`src/rtl/rv32im_dmem_ctrl_pkg.sv`:
```
// -----------------------------------------------------------------------------
// rv32im_dmem_ctrl_pkg
// Shared definitions for the data-memory access controller:
//   - LSU opcode encoding (LB/LH/LW/LBU/LHU/SB/SH/SW) and access size helpers
//   - DMEM_CAUSE_* response cause codes
//   - DMEM controller FSM state encoding
// -----------------------------------------------------------------------------
package rv32im_dmem_ctrl_pkg;

    localparam int LSU_OPCODE_WIDTH = 3;

    typedef enum logic [LSU_OPCODE_WIDTH-1:0] {
        LSU_LB  = 3'd0,
        LSU_LH  = 3'd1,
        LSU_LW  = 3'd2,
        LSU_LBU = 3'd3,
        LSU_LHU = 3'd4,
        LSU_SB  = 3'd5,
        LSU_SH  = 3'd6,
        LSU_SW  = 3'd7
    } lsu_op_e;

    typedef enum logic [1:0] {
        LSU_SZ_BYTE = 2'd0,
        LSU_SZ_HALF = 2'd1,
        LSU_SZ_WORD = 2'd2
    } lsu_size_e;

    localparam logic [1:0] DMEM_CAUSE_NONE     = 2'b00;
    localparam logic [1:0] DMEM_CAUSE_MISALIGN = 2'b01;
    localparam logic [1:0] DMEM_CAUSE_BUS_ERR  = 2'b10;
    localparam logic [1:0] DMEM_CAUSE_TIMEOUT  = 2'b11;

    typedef enum logic [1:0] {
        DMEM_IDLE = 2'd0,
        DMEM_ADDR = 2'd1,
        DMEM_WAIT = 2'd2,
        DMEM_RESP = 2'd3
    } dmem_state_e;

    function automatic lsu_size_e lsu_size(input lsu_op_e op);
        case (op)
            LSU_LB, LSU_LBU, LSU_SB: lsu_size = LSU_SZ_BYTE;
            LSU_LH, LSU_LHU, LSU_SH: lsu_size = LSU_SZ_HALF;
            default:                 lsu_size = LSU_SZ_WORD;
        endcase
    endfunction

    function automatic logic lsu_is_store(input lsu_op_e op);
        lsu_is_store = (op == LSU_SB) || (op == LSU_SH) || (op == LSU_SW);
    endfunction

endpackage

```
`src/rtl/rv32im_dmem_align.sv`:
```
// -----------------------------------------------------------------------------
// rv32im_dmem_align
// Purely combinational lane logic for a 32-bit little-endian data bus.
// Request side (from the incoming op):
//   i_req_op, i_req_addr_lo, i_req_wdata -> o_req_be, o_req_wdata (lane
//   replicated, zero for loads), o_req_we, o_req_misaligned
// Load side (from the captured op and the returned bus word):
//   i_ld_op, i_ld_addr_lo, i_ld_rdata -> o_ld_data (sign/zero extended,
//   zero for store opcodes)
// -----------------------------------------------------------------------------
module rv32im_dmem_align
    import rv32im_dmem_ctrl_pkg::*;
(
    input  lsu_op_e     i_req_op,
    input  logic [1:0]  i_req_addr_lo,
    input  logic [31:0] i_req_wdata,
    output logic [3:0]  o_req_be,
    output logic [31:0] o_req_wdata,
    output logic        o_req_we,
    output logic        o_req_misaligned,
    input  lsu_op_e     i_ld_op,
    input  logic [1:0]  i_ld_addr_lo,
    input  logic [31:0] i_ld_rdata,
    output logic [31:0] o_ld_data
);

    lsu_size_e   w_req_size;
    logic [7:0]  w_ld_byte;
    logic [15:0] w_ld_half;

    // Store data is replicated across every lane so the byte enables alone
    // select where it lands; the shift is implicit.
    always_comb begin
        w_req_size       = lsu_size(i_req_op);
        o_req_we         = lsu_is_store(i_req_op);
        o_req_be         = 4'b0000;
        o_req_wdata      = '0;
        o_req_misaligned = 1'b0;
        case (w_req_size)
            LSU_SZ_BYTE: begin
                o_req_be    = 4'b0001 << i_req_addr_lo;
                o_req_wdata = {4{i_req_wdata[7:0]}};
            end
            LSU_SZ_HALF: begin
                o_req_be         = 4'b0011 << {i_req_addr_lo[1], 1'b0};
                o_req_wdata      = {2{i_req_wdata[15:0]}};
                o_req_misaligned = i_req_addr_lo[0];
            end
            LSU_SZ_WORD: begin
                o_req_be         = 4'b1111;
                o_req_wdata      = i_req_wdata;
                o_req_misaligned = |i_req_addr_lo;
            end
            default: ;
        endcase
        if (!o_req_we) begin
            o_req_wdata = '0;
        end
    end

    always_comb begin
        w_ld_byte = i_ld_rdata[7:0];
        case (i_ld_addr_lo)
            2'd0: w_ld_byte = i_ld_rdata[7:0];
            2'd1: w_ld_byte = i_ld_rdata[15:8];
            2'd2: w_ld_byte = i_ld_rdata[23:16];
            2'd3: w_ld_byte = i_ld_rdata[31:24];
            default: ;
        endcase
        w_ld_half = i_ld_addr_lo[1] ? i_ld_rdata[31:16] : i_ld_rdata[15:0];

        o_ld_data = '0;
        case (i_ld_op)
            LSU_LB:  o_ld_data = {{24{w_ld_byte[7]}}, w_ld_byte};
            LSU_LBU: o_ld_data = {24'd0, w_ld_byte};
            LSU_LH:  o_ld_data = {{16{w_ld_half[15]}}, w_ld_half};
            LSU_LHU: o_ld_data = {16'd0, w_ld_half};
            LSU_LW:  o_ld_data = i_ld_rdata;
            default: o_ld_data = '0;
        endcase
    end

endmodule

```
`src/rtl/rv32im_dmem_ctrl.sv`:
```
// -----------------------------------------------------------------------------
// rv32im_dmem_ctrl
// Data-memory access controller between the execute-stage LSU and a
// word-aligned req/gnt/rvalid data bus.
// Ports:
//   clk_i, rst_ni               clock, synchronous active-low reset
//   req_valid_i / req_ready_o   LSU request handshake: a request is taken on a
//                               cycle where both are high; the requester holds
//                               lsu_opcode_i/addr_i/wdata_i stable until then
//   lsu_opcode_i, addr_i, wdata_i  op, byte address, unshifted store data
//   resp_valid_o, resp_rdata_o, resp_err_o, resp_cause_o
//                               one-cycle response strobe with load data/error
//   busy_o                      controller not idle (pipeline stall)
//   bus_req_o/we/be/addr/wdata  bus request, held stable until bus_gnt_i
//   bus_gnt_i, bus_rvalid_i, bus_rdata_i, bus_err_i   bus responses
//   dbg_state_o                 current FSM state
// -----------------------------------------------------------------------------
module rv32im_dmem_ctrl
    import rv32im_dmem_ctrl_pkg::*;
#(
    parameter int ADDR_WIDTH     = 32,
    parameter int DATA_WIDTH     = 32,
    parameter int TIMEOUT_CYCLES = 255
) (
    input  logic                        clk_i,
    input  logic                        rst_ni,
    input  logic                        req_valid_i,
    output logic                        req_ready_o,
    input  logic [LSU_OPCODE_WIDTH-1:0] lsu_opcode_i,
    input  logic [ADDR_WIDTH-1:0]       addr_i,
    input  logic [DATA_WIDTH-1:0]       wdata_i,
    output logic                        resp_valid_o,
    output logic [DATA_WIDTH-1:0]       resp_rdata_o,
    output logic                        resp_err_o,
    output logic [1:0]                  resp_cause_o,
    output logic                        busy_o,
    output logic                        bus_req_o,
    output logic                        bus_we_o,
    output logic [3:0]                  bus_be_o,
    output logic [ADDR_WIDTH-1:0]       bus_addr_o,
    output logic [DATA_WIDTH-1:0]       bus_wdata_o,
    input  logic                        bus_gnt_i,
    input  logic                        bus_rvalid_i,
    input  logic [DATA_WIDTH-1:0]       bus_rdata_i,
    input  logic                        bus_err_i,
    output dmem_state_e                 dbg_state_o
);

    localparam int              CNT_W    = $clog2(TIMEOUT_CYCLES + 1);
    localparam logic [CNT_W-1:0] CNT_LAST = CNT_W'(TIMEOUT_CYCLES - 1);

    dmem_state_e           r_state;
    logic [CNT_W-1:0]      r_cnt;
    lsu_op_e               r_op;
    logic [1:0]            r_addr_lo;
    logic                  r_bus_req;
    logic                  r_bus_we;
    logic [3:0]            r_bus_be;
    logic [ADDR_WIDTH-1:0] r_bus_addr;
    logic [DATA_WIDTH-1:0] r_bus_wdata;
    logic                  r_resp_valid;
    logic [DATA_WIDTH-1:0] r_resp_rdata;
    logic                  r_resp_err;
    logic [1:0]            r_resp_cause;

    lsu_op_e               w_req_op;
    logic                  w_accept;
    logic [3:0]            w_req_be;
    logic [DATA_WIDTH-1:0] w_req_wdata;
    logic                  w_req_we;
    logic                  w_req_misaligned;
    logic [DATA_WIDTH-1:0] w_ld_data;
    logic                  w_last_cycle;

    assign w_req_op     = lsu_op_e'(lsu_opcode_i);
    assign req_ready_o  = (r_state == DMEM_IDLE) & rst_ni;
    assign w_accept     = req_valid_i & req_ready_o;
    // Last cycle of the ADDR+WAIT budget; the counter starts at 0 on accept.
    assign w_last_cycle = (r_cnt == CNT_LAST);

    rv32im_dmem_align u_align (
        .i_req_op         (w_req_op),
        .i_req_addr_lo    (addr_i[1:0]),
        .i_req_wdata      (wdata_i),
        .o_req_be         (w_req_be),
        .o_req_wdata      (w_req_wdata),
        .o_req_we         (w_req_we),
        .o_req_misaligned (w_req_misaligned),
        .i_ld_op          (r_op),
        .i_ld_addr_lo     (r_addr_lo),
        .i_ld_rdata       (bus_rdata_i),
        .o_ld_data        (w_ld_data)
    );

    always_ff @(posedge clk_i) begin
        if (!rst_ni) begin
            r_state      <= DMEM_IDLE;
            r_cnt        <= '0;
            r_op         <= LSU_LB;
            r_addr_lo    <= 2'b00;
            r_bus_req    <= 1'b0;
            r_bus_we     <= 1'b0;
            r_bus_be     <= 4'b0000;
            r_bus_addr   <= '0;
            r_bus_wdata  <= '0;
            r_resp_valid <= 1'b0;
            r_resp_rdata <= '0;
            r_resp_err   <= 1'b0;
            r_resp_cause <= DMEM_CAUSE_NONE;
        end else begin
            case (r_state)
                DMEM_IDLE: begin
                    if (w_accept) begin
                        r_op      <= w_req_op;
                        r_addr_lo <= addr_i[1:0];
                        r_cnt     <= '0;
                        if (w_req_misaligned) begin
                            // Rejected before touching the bus.
                            r_state      <= DMEM_RESP;
                            r_resp_valid <= 1'b1;
                            r_resp_rdata <= '0;
                            r_resp_err   <= 1'b1;
                            r_resp_cause <= DMEM_CAUSE_MISALIGN;
                        end else begin
                            r_state     <= DMEM_ADDR;
                            r_bus_req   <= 1'b1;
                            r_bus_we    <= w_req_we;
                            r_bus_be    <= w_req_be;
                            r_bus_addr  <= {addr_i[ADDR_WIDTH-1:2], 2'b00};
                            r_bus_wdata <= w_req_wdata;
                        end
                    end
                end

                DMEM_ADDR: begin
                    r_cnt <= r_cnt + 1'b1;
                    // Timeout wins over a grant on the final cycle so the
                    // budget is never exceeded; any late response is dropped.
                    if (w_last_cycle) begin
                        r_bus_req    <= 1'b0;
                        r_state      <= DMEM_RESP;
                        r_resp_valid <= 1'b1;
                        r_resp_rdata <= '0;
                        r_resp_err   <= 1'b1;
                        r_resp_cause <= DMEM_CAUSE_TIMEOUT;
                    end else if (bus_gnt_i) begin
                        // A same-cycle rvalid is not a valid bus response here.
                        r_bus_req <= 1'b0;
                        r_state   <= DMEM_WAIT;
                    end
                end

                DMEM_WAIT: begin
                    r_cnt <= r_cnt + 1'b1;
                    // Data already on the bus is taken even on the last cycle.
                    if (bus_rvalid_i) begin
                        r_state      <= DMEM_RESP;
                        r_resp_valid <= 1'b1;
                        if (bus_err_i) begin
                            r_resp_rdata <= '0;
                            r_resp_err   <= 1'b1;
                            r_resp_cause <= DMEM_CAUSE_BUS_ERR;
                        end else begin
                            r_resp_rdata <= w_ld_data;
                            r_resp_err   <= 1'b0;
                            r_resp_cause <= DMEM_CAUSE_NONE;
                        end
                    end else if (w_last_cycle) begin
                        r_state      <= DMEM_RESP;
                        r_resp_valid <= 1'b1;
                        r_resp_rdata <= '0;
                        r_resp_err   <= 1'b1;
                        r_resp_cause <= DMEM_CAUSE_TIMEOUT;
                    end
                end

                DMEM_RESP: begin
                    r_state      <= DMEM_IDLE;
                    r_resp_valid <= 1'b0;
                    r_resp_rdata <= '0;
                    r_resp_err   <= 1'b0;
                    r_resp_cause <= DMEM_CAUSE_NONE;
                end

                default: r_state <= DMEM_IDLE;
            endcase
        end
    end

    assign busy_o       = (r_state != DMEM_IDLE);
    assign bus_req_o    = r_bus_req;
    assign bus_we_o     = r_bus_we;
    assign bus_be_o     = r_bus_be;
    assign bus_addr_o   = r_bus_addr;
    assign bus_wdata_o  = r_bus_wdata;
    assign resp_valid_o = r_resp_valid;
    assign resp_rdata_o = r_resp_rdata;
    assign resp_err_o   = r_resp_err;
    assign resp_cause_o = r_resp_cause;
    assign dbg_state_o  = r_state;

endmodule
```
`config.mk`:
```
export PLATFORM = sky130hd
export DESIGN_NAME = rv32im_dmem_ctrl
export DESIGN_NICKNAME = d
export VERILOG_FILES = /design/src/rtl/rv32im_dmem_ctrl_pkg.sv /design/src/rtl/rv32im_dmem_align.sv /design/src/rtl/rv32im_dmem_ctrl.sv
export SDC_FILE = /design/constraint.sdc
export NUM_CORES = 1
export LEC_CHECK = 0
export CORE_MARGIN = 5
export CORE_UTILIZATION = 46
export CTS_BUF_LIST = sky130_fd_sc_hd__clkbuf_8
export DETAILED_ROUTE_END_ITERATION = 16
export PLACE_DENSITY = 0.83
export SLEW_MARGIN = 20
export SYNTH_ARGS = -nofsm -noshare
export SYNTH_HDL_FRONTEND = slang
export SYNTH_SLANG_ARGS = --single-unit
```
`constraint.sdc`:
```
create_clock -name clk_i -period 2.8 [get_ports clk_i]
set_input_delay 0.84 -clock clk_i [delete_from_list [all_inputs] [get_ports clk_i]]
set_output_delay 0.84 -clock clk_i [all_outputs]
set_load 0.01 [all_outputs]
```
**After elaboration in Yosys (flattened, before gate mapping)**

Cells that the tools add are included.

- Bits in registers: 119
- Latch bits: 0
- Memory bits (writable): 0
- Memory bits (read-only): 0
- Output and inout bits: 110
- Word-level logic and storage cells: 106
- Memories kept: 0

- $add $sub $neg: 1
- $mul: 0
- Divide/modulo/power cells: 0
- $lt $le $gt $ge: 0
- Equal/unequal tests: 24
- Shift-type cells: 2
- Muxes and demuxes: 43
- Bitwise operators: 3
- Reductions and logical operators: 20

Operators by type and width:

| kind | count |
|---|---|
| 32-bit 2-to-1 mux | 6 |
| 32-bit one-hot mux with 5 select lines | 1 |
| 32-bit one-hot mux with 4 select lines | 1 |
| 32-bit one-hot mux with 3 select lines | 1 |
| 8-bit one-hot mux with 4 select lines | 1 |
| 2-bit 2-to-1 mux | 11 |
| 16-bit 2-to-1 mux | 1 |
| 2-bit one-hot mux with 4 select lines | 2 |
| 8-bit one-hot mux with 2 select lines | 1 |
| 3-bit equality test, second input constant | 5 |
| 4-bit one-hot mux with 3 select lines | 1 |
| 1-bit 2-to-1 mux | 11 |
| 2-bit equality test, second input constant | 5 |
| 3-bit by 2-bit equality test with 1-bit output, second input constant | 3 |
| 8-bit by 1-bit adder with 8-bit output, second input constant | 1 |
| 8-bit equality test, second input constant | 1 |
| 8-bit 2-to-1 mux | 1 |
| 1-bit one-hot mux with 4 select lines | 2 |
| 2-bit by 1-bit equality test with 1-bit output, second input constant | 3 |
| 3-bit by 1-bit equality test with 1-bit output, second input constant | 2 |
| 2-bit zero test | 3 |
| 3-bit zero test | 2 |
| 3-bit != test, second input constant | 2 |
| 2-bit AND reduction | 3 |
| other kinds (14) | 23 |

**Depth between registers and ports, before layout**

- Word-level depth: 8
- Mapped depth: 9
- Depth with buffers taken out: 7

**Hierarchy**

From an unflattened synthesis, not the netlist that was laid out.

- Cells, all modules: 732
- Area total of the unflattened synthesis: 6,147.1 µm²

Modules (own cells, without submodules):

| module | instances | cells each | area an instance (µm²) | sequential area each (µm²) |
|---|---|---|---|---|
| rv32im_dmem_ctrl | 1 | 504 | 4,576.9 | 2,382.3 |
| rv32im_dmem_align | 1 | 228 | 1,570.3 | 0.0 |

**Worst setup path before layout**

Ideal clock, no wire load.

- Path type: input to register
- Start: in lsu_opcode_i[2]
- End: reg r_bus_wdata[26] (netlist: bus_wdata_o[26])
- Setup time: 0.117 ns
- Arrival: 2.236 ns
- Required time: 2.683 ns
- Path slack: 0.448 ns
- Stages on the path: 9
- Buffers on the path: 4
- Cells stage by stage: buf_6 -> nand2b_1 -> buf_6 -> a21oi_4 -> o31a_1 -> buf_4 -> nor2_4 -> buf_4 -> a22o_1

- Cells in the longest elaborated chain, start to end: 7

Ends and longest elaborated chain:

| item | line | source |
|---|---|---|
| start, declared | rv32im_dmem_ctrl.sv:29 | `input logic [LSU_OPCODE_WIDTH-1:0] lsu_opcode_i,` |
| 3-bit by 1-bit equality test with 1-bit output (tied with other cells) | rv32im_dmem_ctrl_pkg.sv:42 | `case (op)` |
| 3-bit OR reduction | rv32im_dmem_ctrl_pkg.sv:42 |  |
| 2-bit one-hot mux with 2 select lines | rv32im_dmem_ctrl_pkg.sv:42 |  |
| 2-bit equality test or 2-bit by 1-bit equality test with 1-bit output (tied branches) | rv32im_dmem_align.sv:39 | `case (w_req_size)` |
| 1-bit one-hot mux with 2 select lines | rv32im_dmem_align.sv:39 |  |
| 1-bit NOT (no line) | - |  |
| 3-bit AND reduction (no line) | - |  |
| end signal, assigned | rv32im_dmem_ctrl.sv:130 | `r_bus_wdata <= w_req_wdata;` |
| end, declared | rv32im_dmem_ctrl.sv:60 | `logic [DATA_WIDTH-1:0] r_bus_wdata;` |

Parallel ways exist; a longest one is shown, timed or not.
A chain may end at the register's enable or synchronous reset.

**Worst setup path in the final report**

- Start: reg r_state[1] (netlist: dbg_state_o[1])
- End: out busy_o

- Cells in the longest elaborated chain, start to end: 1

Ends and longest elaborated chain:

| item | line | source |
|---|---|---|
| start, declared | rv32im_dmem_ctrl.sv:52 | `dmem_state_e r_state;` |
| start signal, assigned | rv32im_dmem_ctrl.sv:97 | `r_state <= DMEM_IDLE;` |
| start signal, assigned | rv32im_dmem_ctrl.sv:119 | `r_state <= DMEM_RESP;` |
| start signal, assigned | rv32im_dmem_ctrl.sv:125 | `r_state <= DMEM_ADDR;` |
| 2-bit nonzero test | rv32im_dmem_ctrl.sv:190 | `assign busy_o = (r_state != DMEM_IDLE);` |
| end, declared | rv32im_dmem_ctrl.sv:36 | `output logic busy_o,` |

Every way passes these cells.

==> results.md <==
- CP Max Fanout: 4
- Rows: 41
- Layout net count: 973
- Final Setup Violations: 0
- Antenna violations before repair: 2
- Arr. time, crit path: roughly 1.9 ns
- Critical path capture point type: output pin
- Drt drc: 0
- Die height: around 120 um
- Clk buf depth: 2
- Iter 0 DRT Violations: 637
- Post-CTS setup buffers: 0
- Pins Over Slew Limit: 0
- HPWL after DPL: 14,200 um
- Reg-to-Reg End: bus_wdata_o[0]
- Async S/R FF share, synth: 0
- First-pass GRT wire length: 29,900 um
- Initial core utilization: 0.466
- Register-to-Register Path Depth: 7
- Yosys top cell by area: dfxtp_1
- CP required: 1.96 ns
- Clk root buf: clkbuf_8
- Routed vias: around 6,000
- Largest net degree at the start of global routing: 44
- Layout cells sized above 1: 0.130
- Die width: 123 um
- Ant diodes: 0
- Crit. path cell count: 4
- Synth Register Bits: ~120
- CP Capture Point: busy_o
- Final period util: 0.962
- Syn avg cell area: 9.19 um^2
- Clock latency reported for the late side of the worst-skew pair: 0.44 ns
- DR vias/cell: 5.75
- Worst hold path class: register to register
- R2R Path Start: dbg_state_o[1]
- Netlist cell types: 64
- Final Critical Period: about 2.7 ns
- RSZ-0062 raised after global routing: no
- Synth Instances: 637
- Worst stage delay on the critical path: 0.61 ns
- Final worst slack: 0.106 ns
- TritonCTS sink count: 119
- Total global-route track usage: 0.251
- Crit start category: register
- Register area share after synthesis: 0.407
- Crit path max-delay family: buffers and inverters
- Initial DRT Pass Iterations: 6
- VDD IR-drop max: 0.428 mV
- Pleak: 3.25 nW
- Crit path launch: dbg_state_o[1]
- DIE AREA: approximately 0.015 mm^2
- # hold bufs at CTS: 0
- Slowest stage cell, crit path: clkdlybuf4s50_1
- I/O Pins: 215
- Worst slew pin tran: roughly 0.76 ns
- Outcome: complete, no violations
- Critical path buffers and inverters: 3
- Mapped cell area: 0.00586 mm^2
- Wire length per cell: 18.3 um
- CTS tree: done
- Synth Flop Type: dfxtp_1
- Drt total wl: ~19,000 um
- Hold WS: roughly 0.46 ns
- Clock-pin slew on the worst setup and hold paths: 0.07 ns
- Worst-path cell chain: inv_1 > ha_1 > inv_1 > clkdlybuf4s50_1
- Yosys warns: 0
- Total CTS buffers: 17
- Critical path class: register to output pin
- Hold path start: bus_addr_o[8]
- Pre-CTS setup slack: -0.174 ns
- Final Hold Viols: 0
- Core Util, Final: 0.699
- Skew final: around 0.015 ns
- Area grow syn2layout: 49.9%
- Core Box Area: 0.0126 mm^2
- Area contributors post-synth: dfxtp_1 41%, a21oi_1 6.2%, mux2i_1 6.0%
- Fmax: 371 MHz
- Number of global-route vias before repair: 5,978
- RD Place Congestion: 0.833
- R2r setup slk: 0.64 ns
- Port Buf Inserts: 212
- PwrDens: 666 mW/mm^2
- Setup TNS: 0 ns
- Yosys top cell area share: 0.407
- Pwr Total: 5.85 mW
- EDFF count, synth: 0
- Relative slew slack: 0.496
- H-tree depth: 4
- Most used cell, CP: inv_1
- GRT Residual Overflow: 0
- Max-cap violation count: 0
- Post-route ant nets: 0
==> how the worst min path moves through the flow <==
stage	endpoint	slack (ns)	cells past startpoint
6_report	bus_addr_o[8]	0.46	2
5_1_grt	resp_rdata_o[17]	0.48	1
4_1_cts	bus_addr_o[8]	0.46	2
3_5_place_dp	bus_wdata_o[31]	0.45	1
3_3_place_gp	bus_addr_o[16]	0.44	2
2_1_floorplan	r_cnt[5]	0.47	2
==> where the power goes <==
group | total (mW) | internal, mW | switching [mW]
combinational | 2.15 | 0.999 | 1.15
sequential | 1.93 | 1.82 | 0.111
clock | 1.76 | 1.08 | 0.684
==> Yosys cell counts (all sizes together) (4+ instances only) <==
| master | count |
|---|---|
| clkbuf | 20 |
| and3 | 4 |
| o31ai | 5 |
| inv | 13 |
| mux2i | 35 |
| o211ai | 7 |
| buf | 29 |
| nor2b | 8 |
| a221oi | 6 |
| a211oi | 5 |
| o22ai | 13 |
| mux4 | 6 |
| nor2 | 30 |
| nand3 | 7 |
| nand2 | 91 |
| o21ai | 30 |
| ha | 6 |
| mux2 | 11 |
| dfxtp | 119 |
| o2bb2ai | 40 |
| nand2b | 6 |
| a21oi | 74 |
| a22o | 24 |
| xor2 | 5 |
| nor3 | 8 |
==> layer usage <==
metal	track usage	up-vias	share of wire
met2	0.417	303	0.47
met5	0	-	0.0011
li1	-	2791	-
met3	0.0935	44	0.11
met4	0.0952	4	0.025
met1	0.293	2868	0.39
==> through the flow <==
stage          std cells  area, um^2
2_1_floorplan        638        5860
3_3_place_gp        1015        8330
3_5_place_dp        1015        8330
4_1_cts             1046        8780
5_1_grt             1046        8780
6_report            1046        8780
==> tightest hold or removal path, delay by kind of cell (launching register included) <==
| kind | cells | cell delay, ns |
|---|---|---|
| DFF | 1 | 0.31 |
| and+or+nand+nor | 1 | 0.05 |
| AOI/OAI and AO/OA | 1 | 0.05 |
==> final cells by class <==
type / count / area, um^2
clock buffers: 22 / 303
clock inverters: 9 / 146
fillers: 962 / 3790
inverters: 13 / 48.8
multi-input cells: 457 / 3170
flip-flops and latches: 119 / 2380
well taps: 172 / 215
repair buffers: 254 / 2510
==> state kept, by name, indices dropped and copies added (netlist names), 2 cells and up <==
name and flops:
bus_be_o 4, dbg_state_o 2, bus_addr_o 30, bus_wdata_o 32, r_op 3, r_cnt 8
resp_rdata_o 32, r_addr_lo 2, resp_cause_o 2
==> kinds of logic after synthesis <==
| kind of cell | count (synthesis) | synth area share |
|---|---|---|
| xor+xnor | 7 | 0.0105 |
| compound gates | 226 | 0.285 |
| mux | 52 | 0.104 |
| simple gates | 164 | 0.128 |
| other cells | 1 | 0.000640 |
| fa+ha+maj | 6 | 0.0128 |
| buf+inv | 62 | 0.0526 |
| flops | 119 | 0.407 |
==> timing repair <==
action	4_1_cts	5_1_grt
hold endpoints to repair	0	0
resized for setup	1	0
setup endpoints to repair	1	0
==> placed cells by master (no fill, tap or decap), types with 7 or more instances in the layout <==
cell type / Yosys / routed
clkdlybuf4s50_1: 0 / 211
dfxtp_1: 119 / 119
nand2_1: 90 / 90
a21oi_1: 73 / 73
buf_4: 6 / 36
mux2i_1: 35 / 35
o2bb2ai_1: 30 / 30
o21ai_0: 29 / 29
nor2_1: 28 / 28
a22o_1: 24 / 24
clkbuf_8: 0 / 22
inv_1: 13 / 14
o22ai_1: 13 / 13
mux2_2: 11 / 11
o2bb2ai_2: 10 / 10
nor2b_1: 7 / 7
o211ai_1: 7 / 7
nor3_1: 7 / 7
(Power assumes the default switching activity.)
